**src/rtl/uart_tx_ser.sv**
```systemverilog
// UART transmitter: start bit, eight data bits LSB first, STOP_BITS stop bits,
// each bit lasting OVERSAMPLE ENABLE ticks. A one-word holding register lets the
// next word be queued while the current frame is on the line, so frames can be
// sent back to back without an idle gap.
module uart_tx_ser #(
    parameter int OVERSAMPLE = 5,
    parameter int STOP_BITS  = 1
) (
    input  logic       clk,
    input  logic       res,
    input  logic       ENABLE,
    input  logic       START,
    input  logic [7:0] word_transmitter,
    output logic       TX,
    output logic       LOAD_READY,
    output logic       BUSY,
    output logic       priznak_end_transmitter
);

    localparam int             TW        = (OVERSAMPLE > 1) ? $clog2(OVERSAMPLE) : 1;
    localparam logic [TW-1:0]  TICK_LAST = TW'(OVERSAMPLE - 1);
    localparam logic [2:0]     STOP_LAST = 3'(STOP_BITS - 1);

    typedef enum logic [1:0] {IDLE, START_BIT, DATA, STOP} state_t;

    state_t        state_q, state_d;
    logic [TW-1:0] tick_q, tick_d;
    logic [2:0]    bit_q, bit_d;
    logic [7:0]    hold_q, hold_d;
    logic [7:0]    shift_q, shift_d;
    logic          ready_q, ready_d;
    logic          tx_q, tx_d;
    logic          end_q, end_d;

    logic bit_end;
    logic last_stop;
    logic load_acc;
    logic xfer;

    // bit_cnt doubles as the stop-bit counter while in STOP
    assign bit_end   = ENABLE && (tick_q == TICK_LAST);
    assign last_stop = bit_end && (bit_q == STOP_LAST);
    assign load_acc  = START && ready_q;
    // Hold-to-shift transfer happens on the first tick in IDLE or on the final stop tick
    assign xfer      = !ready_q && (((state_q == IDLE) && ENABLE) ||
                                    ((state_q == STOP) && last_stop));

    // State register; reset aborts any frame in progress
    always_ff @(posedge clk or negedge res) begin
        if (!res) begin
            state_q <= IDLE;
        end else begin
            state_q <= state_d;
        end
    end

    // Next-state logic
    always_comb begin
        state_d = state_q;
        case (state_q)
            IDLE:      if (xfer) state_d = START_BIT;
            START_BIT: if (bit_end) state_d = DATA;
            DATA:      if (bit_end && (bit_q == 3'd7)) state_d = STOP;
            STOP:      if (last_stop) state_d = xfer ? START_BIT : IDLE;
            default:   state_d = IDLE;
        endcase
    end

    // Output and datapath next values; nothing but the load path moves without ENABLE
    always_comb begin
        tick_d  = tick_q;
        bit_d   = bit_q;
        shift_d = shift_q;
        tx_d    = tx_q;
        end_d   = 1'b0;
        hold_d  = hold_q;
        ready_d = ready_q;

        if (ENABLE) begin
            tick_d = bit_end ? '0 : tick_q + TW'(1);
            case (state_q)
                IDLE: begin
                    tick_d = '0;
                    tx_d   = 1'b1;
                    if (xfer) begin
                        shift_d = hold_q;
                        tx_d    = 1'b0;
                    end
                end
                START_BIT: begin
                    if (bit_end) begin
                        bit_d = 3'd0;
                        tx_d  = shift_q[0];
                    end
                end
                DATA: begin
                    if (bit_end) begin
                        if (bit_q == 3'd7) begin
                            bit_d = 3'd0;
                            tx_d  = 1'b1;
                        end else begin
                            bit_d   = bit_q + 3'd1;
                            shift_d = shift_q >> 1;
                            tx_d    = shift_q[1];
                        end
                    end
                end
                STOP: begin
                    if (bit_end) begin
                        if (last_stop) begin
                            end_d = 1'b1;
                            bit_d = 3'd0;
                            tx_d  = !xfer;
                            if (xfer) shift_d = hold_q;
                        end else begin
                            bit_d = bit_q + 3'd1;
                        end
                    end
                end
                default: begin
                    tx_d = 1'b1;
                end
            endcase
        end

        // A fresh load wins over the transfer freeing the holding register
        if (xfer) ready_d = 1'b1;
        if (load_acc) begin
            hold_d  = word_transmitter;
            ready_d = 1'b0;
        end
    end

    // Datapath and registered outputs
    always_ff @(posedge clk or negedge res) begin
        if (!res) begin
            tick_q  <= '0;
            bit_q   <= 3'd0;
            hold_q  <= 8'd0;
            shift_q <= 8'd0;
            ready_q <= 1'b1;
            tx_q    <= 1'b1;
            end_q   <= 1'b0;
        end else begin
            tick_q  <= tick_d;
            bit_q   <= bit_d;
            hold_q  <= hold_d;
            shift_q <= shift_d;
            ready_q <= ready_d;
            tx_q    <= tx_d;
            end_q   <= end_d;
        end
    end

    assign TX                      = tx_q;
    assign LOAD_READY              = ready_q;
    assign BUSY                    = (state_q != IDLE) || !ready_q;
    assign priznak_end_transmitter = end_q;

endmodule

```
**config.mk**
```make
export PLATFORM = sky130hd
export DESIGN_NAME = uart_tx_ser
export DESIGN_NICKNAME = d
export VERILOG_FILES = /design/src/rtl/uart_tx_ser.sv
export SDC_FILE = /design/constraint.sdc
export NUM_CORES = 1
export LEC_CHECK = 0
export BUFFER_PORTS_ARGS = -buffer_cell sky130_fd_sc_hd__buf_4
export CAP_MARGIN = 20
export CORE_MARGIN = 2
export CORE_UTILIZATION = 57
export DETAILED_ROUTE_END_ITERATION = 12
export PLACE_DENSITY = 0.85
export SETUP_SLACK_MARGIN = 0.05
export SLEW_MARGIN = 10
export SYNTH_ARGS = -nofsm -noshare
export SYNTH_HDL_FRONTEND = slang
export SYNTH_SLANG_ARGS = --single-unit
```
**constraint.sdc**
```tcl
create_clock -name clk -period 2 [get_ports clk]
set_input_delay 0.2 -clock clk [delete_from_list [all_inputs] [get_ports clk]]
set_output_delay 0.2 -clock clk [all_outputs]
set_load 0.02 [all_outputs]
```
## Yosys cells after proc, flatten, opt, wreduce, memory -nomap -nowiden

Cells that the tools add are included.

- Bits in registers: 27
- Input bits: 12

- Reductions and logical operators: 21
- Muxes and demuxes: 33
- Eq/ne operators: 12
- $add $sub $neg: 2

Operators by type and width:

| operator | number |
|---|---|
| 2-to-1 mux 8 bit | 5 |
| case mux 8 bit (3 select lines) | 1 |
| 2-to-1 mux 3 bit | 7 |
| inequality test 2 bit (second input constant) | 7 |
| 2-to-1 mux 1 bit | 13 |
| AND reduction 5 bit | 2 |
| case mux 3 bit (3 select lines) | 1 |
| 2-to-1 mux 2 bit | 4 |
| case mux 2 bit (4 select lines) | 1 |
| logical AND 1 bit | 7 |
| adder 3 x 1 -> 3 bit (second input constant) | 2 |
| == test 3 bit (second input constant) | 2 |
| AND reduction 6 bit | 1 |
| nonzero test 3 bit | 2 |
| == test 2 bit (second input constant) | 2 |
| case mux 1 bit (4 select lines) | 1 |
| AND reduction 4 bit | 1 |
| nonzero test 2 bit | 2 |
| zero test 3 bit | 1 |
| == test 2 x 1 -> 1 bit (second input constant) | 1 |
| zero test 1 bit | 2 |
| zero test 2 bit | 1 |
| logical OR 1 bit | 2 |

## Logic depth before layout (Yosys ltp)

- Depth in word-level cells: 10
- Gate-level depth with buffers: 7
- Gate-level depth less buffers: 6

## Worst setup path after synthesis

Ideal clock, no wire load.

- Kind: reg-to-reg
- Start point: register state_q[0]
- End point: register shift_q[0]
- Clock period less this slack: 1.806 ns
- Path buffers: 0
- Data required time: 1.875 ns
- Library setup time: 0.125 ns
- Arrival: 1.681 ns
- Cell stages (with the launch flop): 7
- Slack: 0.194 ns
- Path through: dfrtp_1 > inv_1 > ha_1 > and2b_1 > and2_4 > o221ai_4 > mux2_2

- Longest elaborated chain between the ends: 8
- Elaborated cells on any way between the ends: 17
- Classes of those cells: 6 x eq/ne; 4 x mux; 7 x reduce/logical

Ends and longest elaborated chain:

| element | RTL line | text |
|---|---|---|
| start: declaration | 26 | `state_t state_q, state_d;` |
| start signal: assignment | 53 | `state_q <= state_d;` |
| == test 2 bit / zero test 2 bit (equally long branches) | 46, 81, 45 |  |
| logical AND 1 bit, on equally long branches | 46, 45 |  |
| logical OR 1 bit | 45 | `assign xfer = !ready_q && (((state_q == IDLE) && ENABLE) \|\|` |
| logical AND 1 bit | 45 |  |
| 2-to-1 mux 8 bit (3 in a row) | - |  |
| case mux 8 bit (3 select lines) | 81 | `case (state_q)` |
| end signal: assignment | 148 | `shift_q <= shift_d;` |
| end: declaration | 30 | `logic [7:0] shift_q, shift_d;` |

Several ways; a longest one is shown, not always the timed one. The select of a mux whose other input is x is not followed.
A chain may end at the register's enable or synchronous reset.

## Final worst setup path

- Start point: register bit_q[1]
- End point: register shift_q[3]

- Longest elaborated chain between the ends: 9
- Elaborated cells on any way between the ends: 13
- Classes of those cells: 3 x eq/ne; 4 x mux; 6 x reduce/logical

Ends and longest elaborated chain:

| element | RTL line | text |
|---|---|---|
| start: declaration | 28 | `logic [2:0] bit_q, bit_d;` |
| start signal: assignment | 146 | `bit_q <= bit_d;` |
| zero test 3 bit | 42 | `assign last_stop = bit_end && (bit_q == STOP_LAST);` |
| logical AND 1 bit | 42 |  |
| logical AND 1 bit | 46 | `((state_q == STOP) && last_stop));` |
| logical OR 1 bit | 45 |  |
| logical AND 1 bit | 45 |  |
| 2-to-1 mux 8 bit (3 in a row) | - |  |
| case mux 8 bit (3 select lines) | - |  |

Several ways; a longest one is shown, not always the timed one. The select of a mux whose other input is x is not followed.

==> flow_summary.ini <==
[timing]
finalCriticalPeriod_ns = 1.88
fin_ws_ns = 0.115
finalHoldViolCount = 0
skew_ns = 0.0111
min_period_over_period_pct = 94.2
finalSetupTns_ns = 0
max_freq_mhz = 531
maxSlewViolCount = 0
max-slew-margin-rel_pct = 72.9
hold_slack_ns = 0.0745
worst_slew_pin_slew_ns = 0.407
setup_violations = 0

[clock_tree]
clkLatencyLatePin_ns = 0.34
h-tree-depth = 1
clock-sinks = 27
cts_tree = built
cts_buffers = 3
cts_buffer_depth = 2
cts-root-buf = clkbuf_4
clk_pin_slew_ns = 0.16

[global_route]
track_usage_pct = 22.0
antenna_found_initial = 0
grt_overflow = 0
grt_pass1_vias = 971
grt_pass1_wl_mm = 4.62
grt_max_degree = 28

[routing]
viasPerCell = 5.71
wire_per_inst_um = 15.5
routed_wl_mm = 2.88
drc = 0
ant_nets = 0
dr.pass1.iters = 4
vias = 1062
drt_first_iter_violations = 17

[placed_design]
post-dp-hpwl_mm = 2.12
dp_worst_setup_slack_ns = 0.102
io_buffers = 15
gp_congestion = 0.792

[worst_setup_path]
crit_top_cell = ha_2
worst-setup-path-type = register to register
endpoint_kind = register
max_stage_delay_ns = 0.40
slowest_stage = dfrtp_1
cp-start-kind = register
worstPathCellList = ha_2, ha_2, and2b_2, and2_4, o221ai_4, buf_12, mux2_2
crit_family = flip-flops
cp.arrival_ns = 2.14
cp.depth = 7
r2r_cells = 7
critPathMaxFanout = 8
critPathBufInv = 1
cp_data_required_time_ns = 2.25

[layout]
syn_to_final_growth_pct = 18.6
nets = 179
drive_gt1_share_pct = 40.4
antenna_cells = 0

[worst_hold_path]
hp-class = input pin to register
holdPathStages = 2

[synthesis]
synth_area_um2 = 1490
yosysTopAreaCell = dfrtp_1
synth_nets = 152
yosysSeqAreaShare_pct = 45.7
yosysWarningCount = 0
syn_inst = 130
ys_ff_latch = 27
syn_area_per_cell_um2 = 11.4
yosys.area.top_type_share_pct = 42.1
synth.distinct_cells = 33
synth_top_cells_by_area = dfrtp_1 (42%), mux2_2 (17%), ha_1 (8.4%)

[floorplan]
dieArea_um2 = 3030
core_um2 = 2480
placementRows = 18
die_h_um = 55.0
initial_core_util_pct = 59.9
io_pins = 16
die_w_um = 55.0

[power]
finalPower_uw = 2560
power.density_nw_per_um2 = 1450
leakage_uw = 0.000830
vdd_drop_max_mv = 1.08

[outcome]
run_status = complete, no violations

[run]
max-cap-violations = 0
==> placed cells by master, fill, tap and decap left out, drive strengths merged, types with 2 or more instances in the layout <==
| master | synthesis | layout |
|---|---|---|
| dfstp | 2 | 2 |
| buf | 5 | 26 |
| nand3 | 3 | 3 |
| ha | 10 | 10 |
| nand2b | 3 | 3 |
| nor2 | 3 | 3 |
| o21ai | 9 | 9 |
| nor2b | 2 | 2 |
| mux2 | 23 | 23 |
| nor3 | 2 | 2 |
| and2 | 3 | 3 |
| o221ai | 2 | 2 |
| nand2 | 7 | 7 |
| a31oi | 2 | 2 |
| dfrtp | 25 | 25 |
| inv | 10 | 10 |
| a21o | 2 | 2 |
| clkbuf | 0 | 3 |
| o211ai | 2 | 2 |
| a21oi | 4 | 4 |
==> routing by layer <==
metal  GRT usage, %  vias to the layer above  wire length [um]
li1               -                      510                 -
met1           28.4                      528              1320
met5              0                        -                 0
met3           2.42                        5                59
met2           36.5                       19              1440
met4           11.0                        0                58
==> cells by family after synthesis <==
| kind of cell | count (synthesis) | synth area share [%] |
|---|---|---|
| flip-flops | 27 | 45.7 |
| AO/OA/AOI/OAI | 27 | 13.0 |
| multiplexers | 23 | 17.4 |
| AND/OR/NAND/NOR | 28 | 11.3 |
| adder cells (fa/ha/maj) | 10 | 8.42 |
| buffers and inverters | 15 | 4.21 |
==> metrics by stage <==
| stage | utilization, % | instances | instance area (um^2) |
|---|---|---|---|
| after floorplan | - | 130 | 1490 |
| after global placement | 66.5 | 175 | 1650 |
| after detailed placement | 66.5 | 175 | 1650 |
| after CTS | 68.1 | 180 | 1690 |
| after global routing | 71.1 | 186 | 1760 |
| final | 71.1 | 186 | 1760 |
==> flip-flops by register name, indices dropped and copies added, names as in the netlist <==
register	count
LOAD_READY	1
state_q	2
shift_q	8
hold_q	8
tick_q	3
TX	1
priznak_end_transmitter	1
bit_q	3
==> power by group <==
group | switching, uW | internal (uW) | total [uW]
clock | 173 | 76.9 | 250
combinational | 669 | 706 | 1370
sequential | 144 | 788 | 933
==> cell type report <==
type | count | area (um^2)
Multi-Input combinational cell | 88 | 761
Sequential cell | 27 | 678
Fill cell | 191 | 716
Clock buffer | 3 | 22.5
Tap cell | 30 | 37.5
Inverter | 10 | 37.5
Timing Repair Buffer | 27 | 218
Clock inverter | 1 | 7.51
==> cell usage after synthesis (all sizes together) <==
| cell type | n |
|---|---|
| a41oi | 1 |
| o22ai | 1 |
| a22oi | 1 |
| o211ai | 2 |
| dfrtp | 25 |
| and3 | 1 |
| a221oi | 1 |
| buf | 5 |
| nor3 | 2 |
| a211oi | 1 |
| inv | 10 |
| o21ai | 9 |
| nor2b | 2 |
| nor2 | 3 |
| mux2 | 23 |
| nand3 | 3 |
| nand3b | 1 |
| and2 | 3 |
| a31oi | 2 |
| nand2b | 3 |
| a21oi | 4 |
| nor4 | 1 |
| nand2 | 7 |
| a21o | 2 |
| o21a | 1 |
| and4b | 1 |
| and2b | 1 |
| o221ai | 2 |
| dfstp | 2 |
| ha | 10 |
==> worst paths after layout <==
| path | start | slack (ns) | endpoint |
|---|---|---|---|
| max in group asynchronous | res | 1.42 | TX |
| worst max-delay path | bit_q[1] | 0.12 | shift_q[3] |
| worst max register to register | bit_q[1] | 0.12 | shift_q[3] |
| worst min-delay path | word_transmitter[3] | 0.07 | hold_q[3] |
| worst min register to register | TX | 0.48 | TX |
| min in group asynchronous | res | 0.28 | hold_q[5] |
==> repair_timing <==
item | CTS | global route
endpoints found under the hold margin | 25 | 0
setup buffers | 0 | 6
setup endpoints to repair | 0 | 9
hold buffers | 1 | 0
gates resized for setup | 0 | 6
Note: power is estimated with default switching activity, not from simulation.
